File: config.mk
export PLATFORM = sky130hd
export DESIGN_NAME = fetch_stage_flat
export DESIGN_NICKNAME = d
export VERILOG_FILES = /design/src/rtl/mips_pkg.sv /design/src/rtl/fetch_stage_if.sv /design/src/rtl/fetch_perf_cnt.sv /design/src/rtl/fetch_stage.sv /design/src/flat_wrapper.sv
export SDC_FILE = /design/constraint.sdc
export NUM_CORES = 1
export LEC_CHECK = 0
export ABC_AREA = 1
export CAP_MARGIN = 25
export CORE_ASPECT_RATIO = 0.8
export CORE_UTILIZATION = 43
export CTS_CLUSTER_DIAMETER = 100
export DETAILED_ROUTE_END_ITERATION = 8
export HOLD_SLACK_MARGIN = 0.03
export PLACE_DENSITY = 0.77
export SKIP_CTS_REPAIR_TIMING = 1
export SYNTH_ARGS = -nofsm -noshare
export SYNTH_HDL_FRONTEND = slang
export SYNTH_HIERARCHICAL = 1
export SYNTH_SLANG_ARGS = --single-unit
File: constraint.sdc
create_clock -name clk -period 1.8 [get_ports clk]
set_clock_uncertainty 0.1 [all_clocks]
set_input_delay 0.54 -clock clk [delete_from_list [all_inputs] [get_ports clk]]
set_output_delay 0.54 -clock clk [all_outputs]
set_load 0.02 [all_outputs]
File: src/rtl/mips_pkg.sv
// Shared MINI-MIPS definitions: address width, opcode field, HALT opcode and
// fetch state encoding, plus small helpers used by the fetch stage.
package mips_pkg;

   localparam int unsigned ADDR_W     = 15;
   localparam int unsigned OPCODE_MSB = 31;
   localparam int unsigned OPCODE_LSB = 26;

   localparam logic [5:0] OP_HALT = 6'b111111;

   typedef enum logic [0:0] {
      RUN    = 1'b0,
      HALTED = 1'b1
   } fetch_state_t;

   // Word-address increment; wraps modulo 2^ADDR_W by truncation.
   function automatic logic [ADDR_W-1:0] pc_inc(input logic [ADDR_W-1:0] pc);
      return pc + ADDR_W'(1);
   endfunction

   function automatic logic is_halt(input logic [31:0] instr);
      return instr[OPCODE_MSB:OPCODE_LSB] == OP_HALT;
   endfunction

endpackage

File: src/rtl/fetch_stage_if.sv
// Fetch-stage bus: control from decode/execute, instruction-memory port and
// the IF/ID register outputs. master = fetch stage, slave = its environment.
interface fetch_stage_if;

   logic                       stall;
   logic                       redirect_valid;
   logic [mips_pkg::ADDR_W-1:0] redirect_target;
   logic [mips_pkg::ADDR_W-1:0] imem_addr;
   logic [31:0]                imem_instr;
   logic                       if_valid;
   logic [31:0]                if_instr;
   logic [mips_pkg::ADDR_W-1:0] if_pc;
   logic [mips_pkg::ADDR_W-1:0] if_pc_next;
   logic                       halted;

   modport master (
      input  stall,
      input  redirect_valid,
      input  redirect_target,
      input  imem_instr,
      output imem_addr,
      output if_valid,
      output if_instr,
      output if_pc,
      output if_pc_next,
      output halted
   );

   modport slave (
      output stall,
      output redirect_valid,
      output redirect_target,
      output imem_instr,
      input  imem_addr,
      input  if_valid,
      input  if_instr,
      input  if_pc,
      input  if_pc_next,
      input  halted
   );

endinterface

File: src/rtl/fetch_perf_cnt.sv
// Three saturating 32-bit event counters for the fetch stage: instructions
// loaded into IF/ID, stall cycles while running, and redirect (flush) cycles.
module fetch_perf_cnt (
   input  logic        clk,
   input  logic        rst,
   input  logic        fetch_evt,
   input  logic        stall_evt,
   input  logic        flush_evt,
   output logic [31:0] perf_fetched,
   output logic [31:0] perf_stalls,
   output logic [31:0] perf_flushes
);

   logic [31:0] fetched_q, fetched_d;
   logic [31:0] stalls_q, stalls_d;
   logic [31:0] flushes_q, flushes_d;

   function automatic logic [31:0] sat_inc(input logic [31:0] cnt, input logic evt);
      return (evt && (cnt != 32'hFFFF_FFFF)) ? cnt + 32'd1 : cnt;
   endfunction

   // Next counts: increment on event, stick at all-ones.
   always_comb begin
      fetched_d = sat_inc(fetched_q, fetch_evt);
      stalls_d  = sat_inc(stalls_q, stall_evt);
      flushes_d = sat_inc(flushes_q, flush_evt);
   end

   // Counter registers, cleared by synchronous reset.
   always_ff @(posedge clk) begin
      if (rst) begin
         fetched_q <= '0;
         stalls_q  <= '0;
         flushes_q <= '0;
      end else begin
         fetched_q <= fetched_d;
         stalls_q  <= stalls_d;
         flushes_q <= flushes_d;
      end
   end

   assign perf_fetched = fetched_q;
   assign perf_stalls  = stalls_q;
   assign perf_flushes = flushes_q;

endmodule

File: src/rtl/fetch_stage.sv
// MINI-MIPS instruction fetch: PC register, next-PC mux, IF/ID register,
// stall/redirect handling and HALT detection. Optional performance counters
// are built when FETCH_PERF_CNT_EN is defined.
module fetch_stage
   import mips_pkg::*;
#(
   parameter logic [ADDR_W-1:0] RESET_PC = '0
) (
   input  logic        clk,
   input  logic        rst,
   fetch_stage_if.master bus
`ifdef FETCH_PERF_CNT_EN
   ,
   output logic [31:0] perf_fetched,
   output logic [31:0] perf_stalls,
   output logic [31:0] perf_flushes
`endif
);

   fetch_state_t      state_q, state_d;
   logic [ADDR_W-1:0] pc_q, pc_d;
   logic              if_valid_q, if_valid_d;
   logic [31:0]       if_instr_q, if_instr_d;
   logic [ADDR_W-1:0] if_pc_q, if_pc_d;
   logic [ADDR_W-1:0] if_pc_next_q, if_pc_next_d;

   // Next-state selection: redirect beats stall beats normal fetch.
   always_comb begin
      state_d      = state_q;
      pc_d         = pc_q;
      if_valid_d   = if_valid_q;
      if_instr_d   = if_instr_q;
      if_pc_d      = if_pc_q;
      if_pc_next_d = if_pc_next_q;
      if (bus.redirect_valid) begin
         // Flush the wrong-path instruction; also cancels a wrong-path HALT.
         pc_d       = bus.redirect_target;
         if_valid_d = 1'b0;
         state_d    = RUN;
      end else if (bus.stall) begin
         // Hold everything so decode sees stable outputs.
      end else if (state_q == RUN) begin
         if_valid_d   = 1'b1;
         if_instr_d   = bus.imem_instr;
         if_pc_d      = pc_q;
         if_pc_next_d = pc_inc(pc_q);
         if (is_halt(bus.imem_instr)) begin
            state_d = HALTED;
         end else begin
            pc_d = pc_inc(pc_q);
         end
      end else begin
         // HALTED: HALT has now been consumed once; PC stays frozen.
         if_valid_d = 1'b0;
      end
   end

   // PC, state and IF/ID registers with synchronous reset.
   always_ff @(posedge clk) begin
      if (rst) begin
         state_q      <= RUN;
         pc_q         <= RESET_PC;
         if_valid_q   <= 1'b0;
         if_instr_q   <= '0;
         if_pc_q      <= '0;
         if_pc_next_q <= '0;
      end else begin
         state_q      <= state_d;
         pc_q         <= pc_d;
         if_valid_q   <= if_valid_d;
         if_instr_q   <= if_instr_d;
         if_pc_q      <= if_pc_d;
         if_pc_next_q <= if_pc_next_d;
      end
   end

   assign bus.imem_addr  = pc_q;
   assign bus.if_valid   = if_valid_q;
   assign bus.if_instr   = if_instr_q;
   assign bus.if_pc      = if_pc_q;
   assign bus.if_pc_next = if_pc_next_q;
   assign bus.halted     = (state_q == HALTED);

`ifdef FETCH_PERF_CNT_EN
   logic fetch_evt;
   logic stall_evt;
   logic flush_evt;

   assign fetch_evt = !bus.redirect_valid && !bus.stall && (state_q == RUN);
   assign stall_evt = bus.stall && (state_q == RUN);
   assign flush_evt = bus.redirect_valid;

   fetch_perf_cnt u_perf_cnt (
      .clk          (clk),
      .rst          (rst),
      .fetch_evt    (fetch_evt),
      .stall_evt    (stall_evt),
      .flush_evt    (flush_evt),
      .perf_fetched (perf_fetched),
      .perf_stalls  (perf_stalls),
      .perf_flushes (perf_flushes)
   );
`endif

endmodule

File: src/flat_wrapper.sv
// flat-port wrapper written by rule: the top's interface ports become plain ports
module fetch_stage_flat import mips_pkg::*;
#(
   parameter logic [ADDR_W-1:0] RESET_PC = '0
)
  (clk, rst, bus_stall, bus_redirect_valid, bus_redirect_target, bus_imem_instr, bus_imem_addr, bus_if_valid, bus_if_instr, bus_if_pc, bus_if_pc_next, bus_halted);
  fetch_stage_if bus_i ();
  input  logic clk;
  input  logic rst;
  input wire logic [$bits(bus_i.stall)-1:0] bus_stall;
  input wire logic [$bits(bus_i.redirect_valid)-1:0] bus_redirect_valid;
  input wire logic [$bits(bus_i.redirect_target)-1:0] bus_redirect_target;
  input wire logic [$bits(bus_i.imem_instr)-1:0] bus_imem_instr;
  output wire logic [$bits(bus_i.imem_addr)-1:0] bus_imem_addr;
  output wire logic [$bits(bus_i.if_valid)-1:0] bus_if_valid;
  output wire logic [$bits(bus_i.if_instr)-1:0] bus_if_instr;
  output wire logic [$bits(bus_i.if_pc)-1:0] bus_if_pc;
  output wire logic [$bits(bus_i.if_pc_next)-1:0] bus_if_pc_next;
  output wire logic [$bits(bus_i.halted)-1:0] bus_halted;
  assign bus_i.stall = bus_stall;
  assign bus_i.redirect_valid = bus_redirect_valid;
  assign bus_i.redirect_target = bus_redirect_target;
  assign bus_i.imem_instr = bus_imem_instr;
  assign bus_imem_addr = bus_i.imem_addr;
  assign bus_if_valid = bus_i.if_valid;
  assign bus_if_instr = bus_i.if_instr;
  assign bus_if_pc = bus_i.if_pc;
  assign bus_if_pc_next = bus_i.if_pc_next;
  assign bus_halted = bus_i.halted;
  fetch_stage #(.RESET_PC(RESET_PC)) u_core (.clk(clk), .rst(rst), .bus(bus_i));
endmodule
==> metrics.csv, run 1 <==
metric,value,unit
grt_pass1_wl,15.67,mm
cts_buffer_depth,2,
clk_pin_slew,0.08,ns
die_h,80.51,um
cts_tree,built,
required,1.94,ns
final_core_util,72.12,%
rows,28,
cap_violations,0,
drc,0,
post-dp-hpwl,6.950,mm
synth_fp_nets,507,
critPathMaxFanout,34,
grt_usage,25.17,%
port_buffers,129,
seq_area_frac_synth,47.73,%
tightest_slew,0.3064,ns
num-fill-cells,629,
cts_buffers,9,
htreeDepth,3,
crit_path_end_kind,flip-flop,
initial_core_util,44.61,%
cts-root-buf,clkbuf_8,
finalPower,4.467,mW
peakVddDrop,0.6451,mV
antenna_found_initial,0,
worst-setup-path-type,input pin to flip-flop,
hold_depth,2,
nets,654,
num_vias,3441,
cp.arrival,1.88,ns
synth_area_per_cell,7.282,um2
worstHoldPathType,flip-flop to flip-flop,
ys_seq_elements,79,
drt_wl_total,9.914,mm
r2r_cells,7,
cellPowerDensity,833.9,nW/um2
start_kind,input pin,
fin_crit_sh,96.75,%
cellLeakagePower,3.464,nW
mappedNetlistArea,3313,um2
final-hold-violation-count,0,
die-area,8062,um2
routabilityCongestion,0.8625,
yosysWarnings,6,
wl_per_cell,13.92,um
first_global_vias,3296,
viasPerCell,4.833,
area_growth,61.67,%
grt_overflow,0,
ys_types,24,
diodes,0,
postRouteAntennaNets,0,
pin_count,130,
cts_sinks,79,
maxSlewViolCount,0,
ff_latch_area,1583,um2
grt_max_degree,45,
drt-pass1-iter-count,4,
maxSlewHeadroom,79.50,%
syn_inst,455,
multi_input_area,1456,um2
die_x,100.1,um
drive_gt1_share,11.20,%
core,7427,um2
drt_iter0_drc,152,
worstSkewPairLatency,0.34,ns
tns,0,ns
fin_crit,1.741,ns
clock.fmax,0.5742,GHz
status,"finished, final reports clean",
rsz0062_at_grt,true,
setup_violations,0,
sequential cells by signal, summed over array words and instances (netlist names):
name / count
u_core/bus.halted: 1
u_core/bus.if_valid: 1
u_core/bus.if_instr: 32
u_core/bus.imem_addr: 15
u_core/bus.if_pc: 15
u_core/bus.if_pc_next: 15
layer usage:
layer  track usage (%)  up-vias  wire [um]
met5                 0        -          0
met4             8.696        0        152
met3             6.266       12        733
met2             40.62      126       4595
met1             32.74     1551       4433
li1                  -     1752          -
cell usage after synthesis, drive strengths merged:
master  instances  share of area [%]
nand4           5               0.94
a21oi          22                3.3
a211oi          1               0.38
xor2            5                1.3
dfxtp          79                 48
o211ai          4               0.91
clkbuf         11                1.2
o21ba           1               0.30
ha              1               0.38
a31oi           4               0.76
o21ai          61                9.2
nor2          112                 14
inv            40                4.5
nand3          25                4.1
nand2          68                7.7
buf            14                3.2
a21o            2               0.45
final timing paths:
path	end	startpoint	slack, ns
worst max-delay path	u_core/bus.if_pc_next[4]	bus_stall	0.06
worst min-delay path	u_core/bus.if_valid	u_core/bus.if_valid	0.38
worst max register to register	u_core/bus.if_pc_next[6]	u_core/bus.imem_addr[1]	0.20
worst min register to register	u_core/bus.if_valid	u_core/bus.if_valid	0.38
area by class of cell:
type,count,area share [%]
timing repair buffer,161,32.98
clock inverter,7,2.710
clock buffer,9,2.313
multi-input combinational,311,27.19
sequential,79,29.55
tap,105,2.453
inverter,40,2.803
report_power, final:
group / total [mW] / internal [mW] / switching [mW]
logic: 0.826 / 0.391 / 0.435
registers: 1.91 / 1.86 / 0.0572
clock network: 1.73 / 1.07 / 0.661
total: 4.47 / 3.31 / 1.15
cell families (layout without fill, tap and decap cells):
family | after synthesis | count (layout) | synth area share, %
simple gates | 210 | 210 | 26.25
compound gates | 95 | 95 | 15.33
flops | 79 | 79 | 47.73
buf+inv | 65 | 217 | 8.988
xor+xnor | 5 | 5 | 1.322
fa+ha+maj | 1 | 1 | 0.3776
worst max-delay path: stages:
cell,delay (ns)
clkdlybuf4s50_1,0.47
nor2_4,0.15
inv_2,0.07
nor2_4,0.17
inv_2,0.10
buf_12,0.17
o21ai_1,0.15
inv_1,0.04
per-stage QoR:
| stage | hold slack (ns) | setup WS [ns] | cells | instance area [um2] |
|---|---|---|---|---|
| global route | 0.3993 | -0.04219 | 712 | 5356 |
| floorplan | 0.4364 | 0.2173 | 455 | 3313 |
| global placement | 0.3554 | -0.2816 | 696 | 4871 |
| detailed placement | 0.3689 | -0.3048 | 696 | 4871 |
| finish | 0.3760 | 0.05854 | 712 | 5356 |
| CTS | 0.3804 | -0.3013 | 712 | 5140 |
cells in the final DEF (no fill, tap or decap), types with 5 or more instances in the layout:
master,instances
clkbuf_8,9
dfxtp_1,78
nor2_4,5
nor2_1,105
buf_4,29
a21oi_1,22
nand4_1,5
inv_1,35
clkdlybuf4s50_1,50
xor2_1,5
nand2_1,65
dlymetal6s2s_1,79
inv_2,5
o21ai_1,8
o21ai_0,53
nand3_1,23
No activity file was read; power rests on OpenSTA's default activity.
==> run 2: changes to the inputs <==
Settings changed: PLACE_DENSITY 0.77 to default, PLACE_DENSITY_LB_ADDON from default to 0.2.
==> run 2 against run 1 <==
Critical path depth down 2. Utilization up 0.34 points. Total power down 9.6%. First-iteration DRC count up 92%. Register-to-register slack worse by 0.06 ns. Via count up 4.7%. Non-clock buffer count up 7. Die area unchanged. Maximum frequency down 0.97%. Clock-buffer cell count unchanged. Final area up 0.47%. Wire length up 7.8%.
==> metrics.csv, run 2 (synthesis results as in run 1) <==
metric,value,unit,change
rows,28,,unchanged
cts_tree,built,,
initial_core_util,44.61,%,unchanged
cellPowerDensity,750.5,nW/um2,-10%
drive_gt1_share,11.56,%,+0.36 points
wl_met2,5.054,mm,+10%
final-hold-violation-count,0,,unchanged
worstHoldStart,u_core/bus.if_valid,,
num_vias,3603,,+4.7%
seqPwrFrac,47.4,%,+4.5 points
slowest_stage,clkdlybuf4s50_1,,
crit_path_end_kind,flip-flop,,
routabilityCongestion,0.8941,,+3.7%
start_kind,input pin,,
switchingPower,1.245,mW,+8.0%
cts_buffer_depth,2,,unchanged
setup_violations,0,,unchanged
final_cells,719,,+0.98%
multi_input_area,1449,um2,-0.52%
wl_met1,4.758,mm,+7.3%
wl_per_cell,14.87,um,+6.8%
worstSkewPairLatency,0.36,ns,+0.02 ns
first_global_vias,3294,,-0.061%
peakVddDrop,0.5595,mV,-13%
htreeDepth,3,,unchanged
drc,0,,unchanged
grt_overflow,0,,unchanged
worst-setup-path-type,input pin to flip-flop,,
die-area,8062,um2,unchanged
die_x,100.1,um,unchanged
die_h,80.51,um,unchanged
p_int,2.794,mW,-16%
viasPerCell,5.011,,+3.7%
switching_share,30.83,%,+5.0 points
wl_met3,703,um,-4.1%
tightest_slew,0.2974,ns,-0.008947 ns
cts_buffers,9,,unchanged
startpoint,bus_redirect_valid,,
core,7427,um2,unchanged
drt_wl_total,10.69,mm,+7.8%
nets,661,,+1.1%
diodes,0,,unchanged
dr.max_layer_used,met4,,
cap_violations,0,,unchanged
drt-pass1-iter-count,4,,unchanged
path_cells,"clkdlybuf4s50_1, inv_2, nand3_2, inv_1, nand3_1, a21oi_1",,
crit_buf_inv,3,,-2
cellLeakagePower,3.490,nW,+0.77%
cts-root-buf,clkbuf_8,,
final_cell_mix,"nor2_1 (107), dlymetal6s2s_1 (80), dfxtp_1 (79), nand2_1 (66), o21ai_0 (56)",,
layout_commonest_cell,nor2_1,,
num-fill-cells,611,,-2.9%
required,1.99,ns,+0.05 ns
post-dp-hpwl,7.288,mm,+4.9%
grt_pass1_wl,15.73,mm,+0.40%
grt_usage,25.21,%,+0.038 points
cpPeakStageDelay,0.53,ns,+0.06 ns
drt_iter0_drc,292,,+92%
maxSlewViolCount,0,,unchanged
maxSlewHeadroom,80.15,%,+0.65 points
area_growth,62.42,%,
critical-path-top-delay-family,buffers and inverters,,
ff_latch_area,1582,um2,about the same
postRouteAntennaNets,0,,unchanged
clock.fmax,0.5687,GHz,-0.97%
post-route-cell-area,5381,um2,+0.47%
antenna_found_initial,0,,unchanged
timing.rr.start,u_core/bus.imem_addr[1],,
status,"finished, final reports clean",,
clkPwrFrac,31.2,%,-7.4 points
clk_pin_slew,0.09,ns,about the same
port_buffers,129,,unchanged
pin_count,130,,unchanged
worstHoldPathType,flip-flop to flip-flop,,
critPathMaxFanout,7,,-79%
rsz0062_at_grt,false,,
largest_reg_flops,32,,unchanged
fin_crit_sh,97.70,%,+0.95 points
dpl_cell_area,4906,um2,+0.72%
dp_cells,699,,+0.43%
pwr-share-comb,21.4,%,+2.9 points
fin_crit,1.759,ns,+0.01705 ns
cp.arrival,1.95,ns,+0.07 ns
cts_sinks,79,,unchanged
grt_max_degree,57,,+27%
[run 2: changes by cell type in the layout (fill, tap and decap cells not counted), sizes merged]
cell / change
dlymetal6s2s: +1
clkbuf: +2
buf: +5
bufinv: -4
inv: +2
clkinv: +1
clkdlybuf4s50: -1
clkinvlp: +1
[run 2: tightest hold or removal path: cells and delay by family (launching register included)]
family	cells	cell delay, ns
flops	1	0.32
simple gates	1	0.06
compound gates	1	0.05
[run 2: worst paths after layout]
kind / cells past startpoint / end / slack [ns]
worst max register to register: 9 / u_core/bus.imem_addr[8] / 0.14
worst min register to register: 2 / u_core/bus.if_valid / 0.36
worst min-delay path: 2 / u_core/bus.if_valid / 0.36
worst max-delay path: 6 / u_core/bus.imem_addr[12] / 0.04
[run 2: layer usage]
metal	vias to the layer above	GRT usage (%)
met1	1667	31.87
met4	0	7.681
met5	-	0
met2	155	43.01
met3	19	5.396
li1	1762	-
[run 2: metrics by stage]
stage / total power [mW] / TNS (ns) / util, % / worst slack [ns] / hold slack, ns
3_3_place_gp: 2.789 / -13.12 / 66.05 / -0.2506 / 0.3555
3_5_place_dp: 2.806 / -15.68 / 66.05 / -0.3162 / 0.3542
6_report: 4.039 / 0 / 72.46 / 0.04148 / 0.3640
4_1_cts: 4.056 / -13.31 / 68.62 / -0.2849 / 0.3680
5_1_grt: 4.209 / 0 / 72.46 / 0.001328 / 0.3855
2_1_floorplan: 2.344 / 0 / - / 0.2173 / 0.4364
[run 2: power groups by stage]
| stage | Clock, mW | Sequential (mW) | Combinational, mW |
|---|---|---|---|
| finish | 1.26 | 1.91 | 0.865 |
| CTS | 1.28 | 1.92 | 0.855 |
| floorplan | 0 | 2.10 | 0.248 |
| detailed placement | 0 | 1.96 | 0.850 |
| global placement | 0 | 1.95 | 0.835 |
| global route | 1.36 | 1.93 | 0.927 |
[run 2: area by class of cell]
cell class | instances | share of cell area [%]
inverter | 40 | 2.837
clock buffer | 9 | 2.302
clock inverter | 7 | 1.232
multi-input combinational | 311 | 26.92
tap | 105 | 2.441
sequential | 79 | 29.39
timing repair buffer | 168 | 34.88
==> run 3: changes to the inputs <==
Settings changed: SLEW_MARGIN from default to 20.
==> results of run 3 <==
No change in the layout: final DEF, timing and power equal those of run 2.
